**src/rtl/sync_fifo_pkg.sv**
```systemverilog
// sync_fifo_pkg: shared state encoding and default widths for the sync_fifo family
package sync_fifo_pkg;
    typedef enum logic {IDLE = 1'b0, BURST = 1'b1} arb_state_e;
    localparam int FIFO_WIDTH = 8;
    localparam int FIFO_PTR   = 4;
    localparam int FIFO_DEPTH = 16;
endpackage

```
**src/rtl/sync_fifo_wr_arb_rr_pick.sv**
```systemverilog
// rr_pick: combinational round-robin selector, nearest requester above last_owner wins
module rr_pick #(
    parameter  int NUM_REQ = 4,
    localparam int OWNER_W = $clog2(NUM_REQ)
) (
    input  logic [NUM_REQ-1:0] wr_req,
    input  logic [OWNER_W-1:0] last_owner,
    output logic [OWNER_W-1:0] owner_nxt,
    output logic               any_req
);
    logic [OWNER_W-1:0] idx;
    always_comb begin
        owner_nxt = last_owner;
        idx = '0;
        // scan farthest to nearest so the nearest requester is the final winner
        for (int k = NUM_REQ; k >= 1; k--) begin
            idx = OWNER_W'((int'(last_owner) + k) % NUM_REQ);
            if (wr_req[idx]) owner_nxt = idx;
        end
    end
    assign any_req = |wr_req;
endmodule

```
**src/rtl/sync_fifo_wr_arb.sv**
```systemverilog
// sync_fifo_wr_arb: round-robin arbiter sharing one sync_fifo write port among
// NUM_REQ producers, granting bounded bursts and never writing into a full FIFO
module sync_fifo_wr_arb #(
    parameter  int NUM_REQ    = 4,
    parameter  int FIFO_WIDTH = sync_fifo_pkg::FIFO_WIDTH,
    parameter  int MAX_BURST  = 4,
    localparam int OWNER_W    = $clog2(NUM_REQ)
) (
    input  logic                          fifo_clk,
    input  logic                          fifo_rstb,
    input  logic [NUM_REQ-1:0]            wr_req,
    input  logic [NUM_REQ*FIFO_WIDTH-1:0] wr_data,
    output logic [NUM_REQ-1:0]            wr_ack,
    input  logic                          fifo_full,
    output logic                          fifo_wren,
    output logic [FIFO_WIDTH-1:0]         fifo_wrdata,
    output logic                          arb_busy,
    output logic [OWNER_W-1:0]            arb_owner
);
    import sync_fifo_pkg::*;
    localparam int CNT_W = $clog2(MAX_BURST) + 1;
    arb_state_e            state, state_nxt;
    logic [OWNER_W-1:0]    owner, owner_nxt, last_owner, last_owner_nxt, pick;
    logic [CNT_W-1:0]      beat_cnt, beat_cnt_nxt;
    logic                  any_req, grant, accept, burst_end;
    logic [FIFO_WIDTH-1:0] lane [NUM_REQ];

    rr_pick #(.NUM_REQ(NUM_REQ)) u_pick (
        .wr_req    (wr_req),
        .last_owner(last_owner),
        .owner_nxt (pick),
        .any_req   (any_req)
    );

    always_ff @(posedge fifo_clk or negedge fifo_rstb) begin
        if (!fifo_rstb) begin
            state      <= IDLE;
            owner      <= '0;
            last_owner <= OWNER_W'(NUM_REQ - 1);
            beat_cnt   <= '0;
        end else begin
            state      <= state_nxt;
            owner      <= owner_nxt;
            last_owner <= last_owner_nxt;
            beat_cnt   <= beat_cnt_nxt;
        end
    end

    always_comb begin
        for (int k = 0; k < NUM_REQ; k++) lane[k] = wr_data[k*FIFO_WIDTH +: FIFO_WIDTH];
        grant          = (state == IDLE) && any_req;
        accept         = (state == BURST) && wr_req[owner] && !fifo_full;
        // a dropped request or the final beat of the burst releases the grant
        burst_end      = (state == BURST) && (!wr_req[owner] || (accept && beat_cnt == CNT_W'(MAX_BURST - 1)));
        state_nxt      = grant ? BURST : burst_end ? IDLE : state;
        owner_nxt      = grant ? pick : owner;
        last_owner_nxt = grant ? pick : last_owner;
        beat_cnt_nxt   = grant ? '0 : accept ? beat_cnt + 1'b1 : beat_cnt;
        wr_ack         = '0;
        wr_ack[owner]  = accept;
        fifo_wren      = accept;
        fifo_wrdata    = lane[owner];
    end

    assign arb_busy  = (state == BURST);
    assign arb_owner = owner;
endmodule

```
**config.mk**
```make
export PLATFORM = sky130hd
export DESIGN_NAME = sync_fifo_wr_arb
export DESIGN_NICKNAME = d
export VERILOG_FILES = /design/src/rtl/sync_fifo_pkg.sv /design/src/rtl/sync_fifo_wr_arb_rr_pick.sv /design/src/rtl/sync_fifo_wr_arb.sv
export SDC_FILE = /design/constraint.sdc
export NUM_CORES = 1
export LEC_CHECK = 0
export CORE_ASPECT_RATIO = 1.4
export CORE_MARGIN = 4
export CORE_UTILIZATION = 29
export DETAILED_ROUTE_END_ITERATION = 8
export GPL_ROUTABILITY_DRIVEN = 0
export PLACE_DENSITY = 0.77
export SYNTH_ARGS = -nofsm -noshare
export SYNTH_HDL_FRONTEND = slang
export SYNTH_SLANG_ARGS = --single-unit
```
**constraint.sdc**
```tcl
create_clock -name fifo_clk -period 1.6 [get_ports fifo_clk]
set_input_delay 0.24 -clock fifo_clk [delete_from_list [all_inputs] [get_ports fifo_clk]]
set_output_delay 0.24 -clock fifo_clk [all_outputs]
set_load 0.03 [all_outputs]
```
## Word-level counts from Yosys, hierarchy flattened

Index checks and enable logic that the tools add are counted.

| word-level totals | value |
|---|---|
| register bits after elaboration | 8 |
| bits of input ports | 39 |
| output and inout bits | 16 |
| logic and storage cells | 55 |

| cells by class | value |
|---|---|
| $add $sub $neg | 5 |
| $lt $le $gt $ge | 7 |
| equal/unequal tests | 1 |
| mux-type cells | 23 |
| bitwise operators | 3 |
| reductions and logical operators | 12 |

Operators by type and width:

| cell | number |
|---|---|
| binary-select mux 8 bit (select 2 bit) | 1 |
| 2-to-1 mux 8 bit | 2 |
| < comparator 2 x 3 -> 1 bit (second input constant) | 5 |
| binary-select mux 1 bit (select 2 bit) | 5 |
| 2-to-1 mux 1 bit | 8 |
| 2-to-1 mux 2 bit | 4 |
| logical AND 1 bit | 6 |
| 2-to-1 mux 3 bit | 2 |
| adder 2 x 1 -> 2 bit (second input constant) | 2 |
| adder 2 bit (second input constant) | 2 |
| bitwise AND 4 bit | 1 |
| nonzero test 2 bit | 2 |
| OR reduction 4 bit | 1 |
| adder 3 x 1 -> 3 bit (second input constant) | 1 |
| equality test 3 x 2 -> 1 bit (second input constant) | 1 |
| >= comparator 3 bit (second input constant) | 1 |
| NOT 2 -> 3 bit | 1 |
| demux 1 bit (select 2 bit) | 1 |
| >= comparator 2 x 1 -> 1 bit (second input constant) | 1 |
| logical NOT 1 bit | 2 |
| logical OR 1 bit | 1 |
| NOT 1 bit | 1 |

## Logic depth before layout (Yosys ltp)

| logic depth | value |
|---|---|
| depth in word-level cells | 9 |
| mapped depth | 7 |
| depth with buffers taken out | 5 |

## Hierarchy

A second synthesis with hierarchy kept.

| second synthesis, totals | value |
|---|---|
| cell total of the unflattened synthesis | 84 |
| area total of the unflattened synthesis | 833.3 µm² |

Modules (own cells, without submodules):

| module | instances | cells each | area each (µm²) | sequential area each (µm²) |
|---|---|---|---|---|
| sync_fifo_wr_arb | 1 | 70 | 760.7 | 202.7 |
| rr_pick | 1 | 14 | 72.6 | 0.0 |

## Worst setup path after synthesis

OpenSTA, ideal clock, no wires.

| path | value |
|---|---|
| path kind | flip-flop to output port |
| start point | register owner[0] (netlist: arb_owner[0]) |
| end point | output port wr_ack[2] |
| arrival | 2.133 ns |
| required time | 1.360 ns |
| setup slack | -0.773 ns |
| stages on the path, launching flop included | 7 |
| path buffers | 2 |
| cell sequence | dfrtp_1 -> buf_6 -> mux4_2 -> nand2_1 -> or2_1 -> buf_6 -> nor3b_1 |

| on the way | value |
|---|---|
| longest elaborated chain between the ends | 5 |
| elaborated cells between the ends (all ways) | 10 |
| classes of those cells | order compare (2); mux (4); bitwise (1); reduce/logical (3) |

Ends and longest elaborated chain:

| element | line | RTL |
|---|---|---|
| from (decl) | sync_fifo_wr_arb.sv:23 | `logic [OWNER_W-1:0] owner, owner_nxt, last_owner, last_owner_nxt, pick;` |
| from (signal assigned) | sync_fifo_wr_arb.sv:43 | `owner <= owner_nxt;` |
| < comparator 2 x 3 -> 1 bit (implied by the code), or another cell as far along | sync_fifo_wr_arb.sv:60 | `wr_ack[owner] = accept;` |
| logical AND 1 bit (implied by the code) or 2-to-1 mux 1 bit (tied branches) | sync_fifo_wr_arb.sv:60, sync_fifo_wr_arb.sv:52 |  |
| 2-to-1 mux 1 bit (implied by the code) or logical AND 1 bit (tied branches) | sync_fifo_wr_arb.sv:60, sync_fifo_wr_arb.sv:52 |  |
| demux 1 bit (select 2 bit) or logical AND 1 bit (tied branches) | sync_fifo_wr_arb.sv:60, sync_fifo_wr_arb.sv:52 |  |
| bitwise AND 4 bit (no line) (*) | - |  |
| to (decl) | sync_fifo_wr_arb.sv:13 | `output logic [NUM_REQ-1:0] wr_ack,` |

Mark *: on every way between the ends. The rest lies on a longest branch, timed or not. The select of a mux whose other input is x is not followed.

## Final worst setup path

| path | value |
|---|---|
| start point | register owner[0] (netlist: arb_owner[0]) |
| end point | output port wr_ack[1] |

The elaborated chain is that of the path after synthesis.

==> metrics.md <==
| Metric | Value |
|---|---|
| Antenna violations before repair | `0` |
| #FFs+latches synth | `8` |
| Max stage delay on crit path | `0.41 ns` |
| Inserted Diodes | `0` |
| Critical Path End Type | `output pin` |
| DR WL met3 | `234 um` |
| CTS H-tree lvls | `1` |
| Top cells by area, synth | `dfrtp_1, mux4_2, mux4_1` |
| Pwr Density | `1680 mW/mm2` |
| Antenna-violating nets left | `0` |
| CP startpoint kind | `register` |
| Cell Chain, Critical Path | `mux4_2 > nand2_2 > or2_4 > buf_8 > nor3b_4 > buf_6` |
| Synth Area in Simple Gates | `0.160` |
| Crit share post-route | `1.27` |
| First-pass GRT wire length | `4120 um` |
| Post-Syn Nets | `106` |
| Post-Place Cell Area | `0.00135 mm2` |
| Max_cap viols | `0` |
| Buffers on Ports | `54` |
| Syn Std Cell Area | `713 um2` |
| Finished Cell Area | `0.00149 mm2` |
| Failing checks | `negative setup slack` |
| Skew-Pair Late Insertion Delay | `0.26 ns` |
| # IOs | `55` |
| Synth area leader | `dfrtp_1` |
| Max FO, Critical Path | `4` |
| Vias per cell | `5.33` |
| Req. time, crit path | `1.36 ns` |
| Area fraction of the dominant cell type after synthesis | `0.211` |
| Post-synthesis sequential area ratio | `0.284` |
| Pin count of the biggest net entering global routing | `15` |
| Total CTS buffers | `3` |
| RR Startpoint | `arb_owner[0]` |
| Chip width | `49.9 um` |
| Crit path buf inv count | `2` |
| Syn Area/Cell | `11.0 um2` |
| Worst reg2reg setup slack | `-0.01 ns` |
| Final hold vios | `0` |
| Highest routed layer | `met4` |
| Headroom to the max-slew limit | `0.751` |
| Met2 Routed Length | `1370 um` |
| GRT overflow | `0` |
| Fin crit period | `2.03 ns` |
| Area growth from synthesis to layout | `109%` |
| Crit path arrival time | `1.79 ns` |
| Outcome | `complete, but fails checks` |
| GRT Util Overall | `0.161` |
| Total negative slack | `-4.57 ns` |
| Fin util | `0.630` |
| DRT Pass-1 Iters | `4` |
| Synth Area in Adders | `0.0351` |
| Wirelength per Cell | `16.0 um` |
| Hold_buf cts | `0` |
| Clock-pin slew on the worst setup and hold paths | `0.06 ns` |
| Max clock buf depth | `2` |
| Synthesis Warnings | `0` |
| RSZ-0062 raised after global routing | `yes` |
| Drt drc | `0` |
| Crit-path slowest cell | `dfrtp_2` |
| Filler cells | `195` |
| Synth Area in XOR/XNOR | `0` |
| Root buffer cell | `clkbuf_4` |
| Dpl hpwl | `1960 um` |
| Final Skew | `0.00886 ns` |
| Crit path capture | `wr_ack[1]` |
| Levels on crit path | `6` |
| Fmax | `492 MHz` |
| Crit path from | `arb_owner[0]` |
| Die Footprint | `0.00333 mm2` |
| Clk sink count | `8` |
| Die H | `66.7 um` |
| Final Net Count | `179` |
| Number of global-route vias before repair | `839` |
| Worst r2r dst | `beat_cnt[1]` |
| Share of cells above drive strength 1 | `0.401` |
| Worst setup slack after layout | `-0.433 ns` |
| WS Path Type | `register to output pin` |
| Via count | `852` |
| Min-delay worst type | `primary input to async pin` |
| Reg2reg path depth | `6` |
| CTS tree | `done` |
| Main combinational cell family by area after synthesis | `multiplexers` |
| Peak VDD IR | `0.00102 V` |
| Core ar. | `0.00236 mm2` |
| Crit path max-delay family | `simple AND/OR/NAND/NOR gates` |
| Mux cell area share after synthesis | `0.342` |
| Slew @ Worst Pin | `0.373 ns` |
| Post-Route M1 WL | `892 um` |
| Setup violators final | `14` |
| Post-synthesis cell type count | `30` |
| Std-Cell Rows | `21` |
| Initial drt markers | `11` |
| Synth Area in Compound Gates | `0.114` |
| Syn Inst Count | `65` |
| Initial Utilization | `0.302` |
| Leak Pwr | `0.660 nW` |
| Final slew viol count | `0` |
| Final WL | `2570 um` |
metal layers:
| metal | up-vias | track usage |
|---|---|---|
| met2 | 51 | 0.311 |
| met4 | 0 | 0.0415 |
| met3 | 7 | 0.0470 |
| met5 | - | 0 |
| met1 | 401 | 0.167 |
| li1 | 393 | - |
state kept, by name (all words and copies together), names as in the netlist:
signal      count
last_owner      2
beat_cnt        3
arb_owner       2
arb_busy        1
area by class of cell:
type                            count  area (um2)  area share
Timing Repair Buffer               72         717       0.481
Multi-Input combinational cell     49         497       0.333
Sequential cell                     8         204       0.137
Tap cell                           23        28.8      0.0193
Clock buffer                        4        26.3      0.0176
Inverter                            4        17.5      0.0118
logic make-up (layout without fill, tap and decap cells):
group                    Yosys count  after routing
AND/OR/NAND/NOR                   23             23
AO/OA/AOI/OAI                     12             12
multiplexers                      12             12
flip-flops                         8              8
buffers and inverters              8             80
adder cells (fa/ha/maj)            2              2
repair_timing:
item                                    4_1_cts  5_1_grt
pin swaps                                     0        1
buffers inserted                              4        5
gates resized for setup                      78       15
endpoints found under the setup margin       17       16
cells in the mapped netlist:
master,number
a21boi_0,1
a21o_1,1
a21oi_1,2
a311o_1,1
a31oi_1,1
and3_1,1
buf_2,1
buf_6,2
clkbuf_1,1
dfrtp_1,6
dfstp_2,2
ha_1,2
inv_1,3
inv_2,1
mux2i_1,3
mux4_1,3
mux4_2,6
nand2_1,9
nand2b_1,1
nand3_1,1
nand4_1,1
nor2_1,3
nor2b_1,3
nor3_1,1
nor3b_1,2
o21ai_0,3
o21bai_1,1
o221ai_1,1
o32ai_1,1
or2_1,1
where the power goes:
| group | internal [W] | switching, W |
|---|---|---|
| clock | 0.0000959 | 0.0000768 |
| combinational | 0.00101 | 0.000919 |
| sequential | 0.000316 | 0.0000896 |
cells in the final DEF, fill, tap and decap left out, drive strengths merged:
cell and count:
o32ai 1, a31oi 1, clkbuf 4, inv 4
clkdlybuf4s50 35, o21ai 3, and3 1, mux4 9
nor3b 2, or2 1, dfrtp 6, a21oi 2
dfstp 2, o221ai 1, nand2 9, nor3 1
ha 2, o21bai 1, nor2 3, dlygate4sd2 4
nand2b 1, buf 33, a21o 1, nor2b 3
nand3 1, a311o 1, a21boi 1, nand4 1
mux2i 3
worst register-to-register path, cell delays in order, from the launching register on:
cell and delay, ns:
dfrtp_2 0.37, mux4_2 0.51, nand2_2 0.09, or2_4 0.14, buf_8 0.12, buf_4 0.13
mux2i_1 0.18
worst min-delay path by stage:
| stage | cells after the start | endpoint |
|---|---|---|
| 2_1_floorplan | 0 | arb_busy |
| 3_3_place_gp | 1 | beat_cnt[0] |
| 3_5_place_dp | 1 | beat_cnt[0] |
| 4_1_cts | 1 | beat_cnt[0] |
| 5_1_grt | 1 | arb_busy |
| 6_report | 1 | arb_busy |
through the flow:
| step | hold slack [ns] | power [W] | setup WS, ns | std cells |
|---|---|---|---|---|
| after global routing | 0.276 | 0.00267 | -0.488 | 160 |
| final | 0.254 | 0.00251 | -0.433 | 160 |
| after floorplan | -0.0556 | 0.00144 | -0.335 | 65 |
| after global placement | 0.469 | 0.00197 | -0.821 | 147 |
| after CTS | 0.262 | 0.00236 | -0.431 | 155 |
| after detailed placement | 0.493 | 0.00200 | -0.830 | 147 |
No activity file was read; power rests on OpenSTA's default activity.
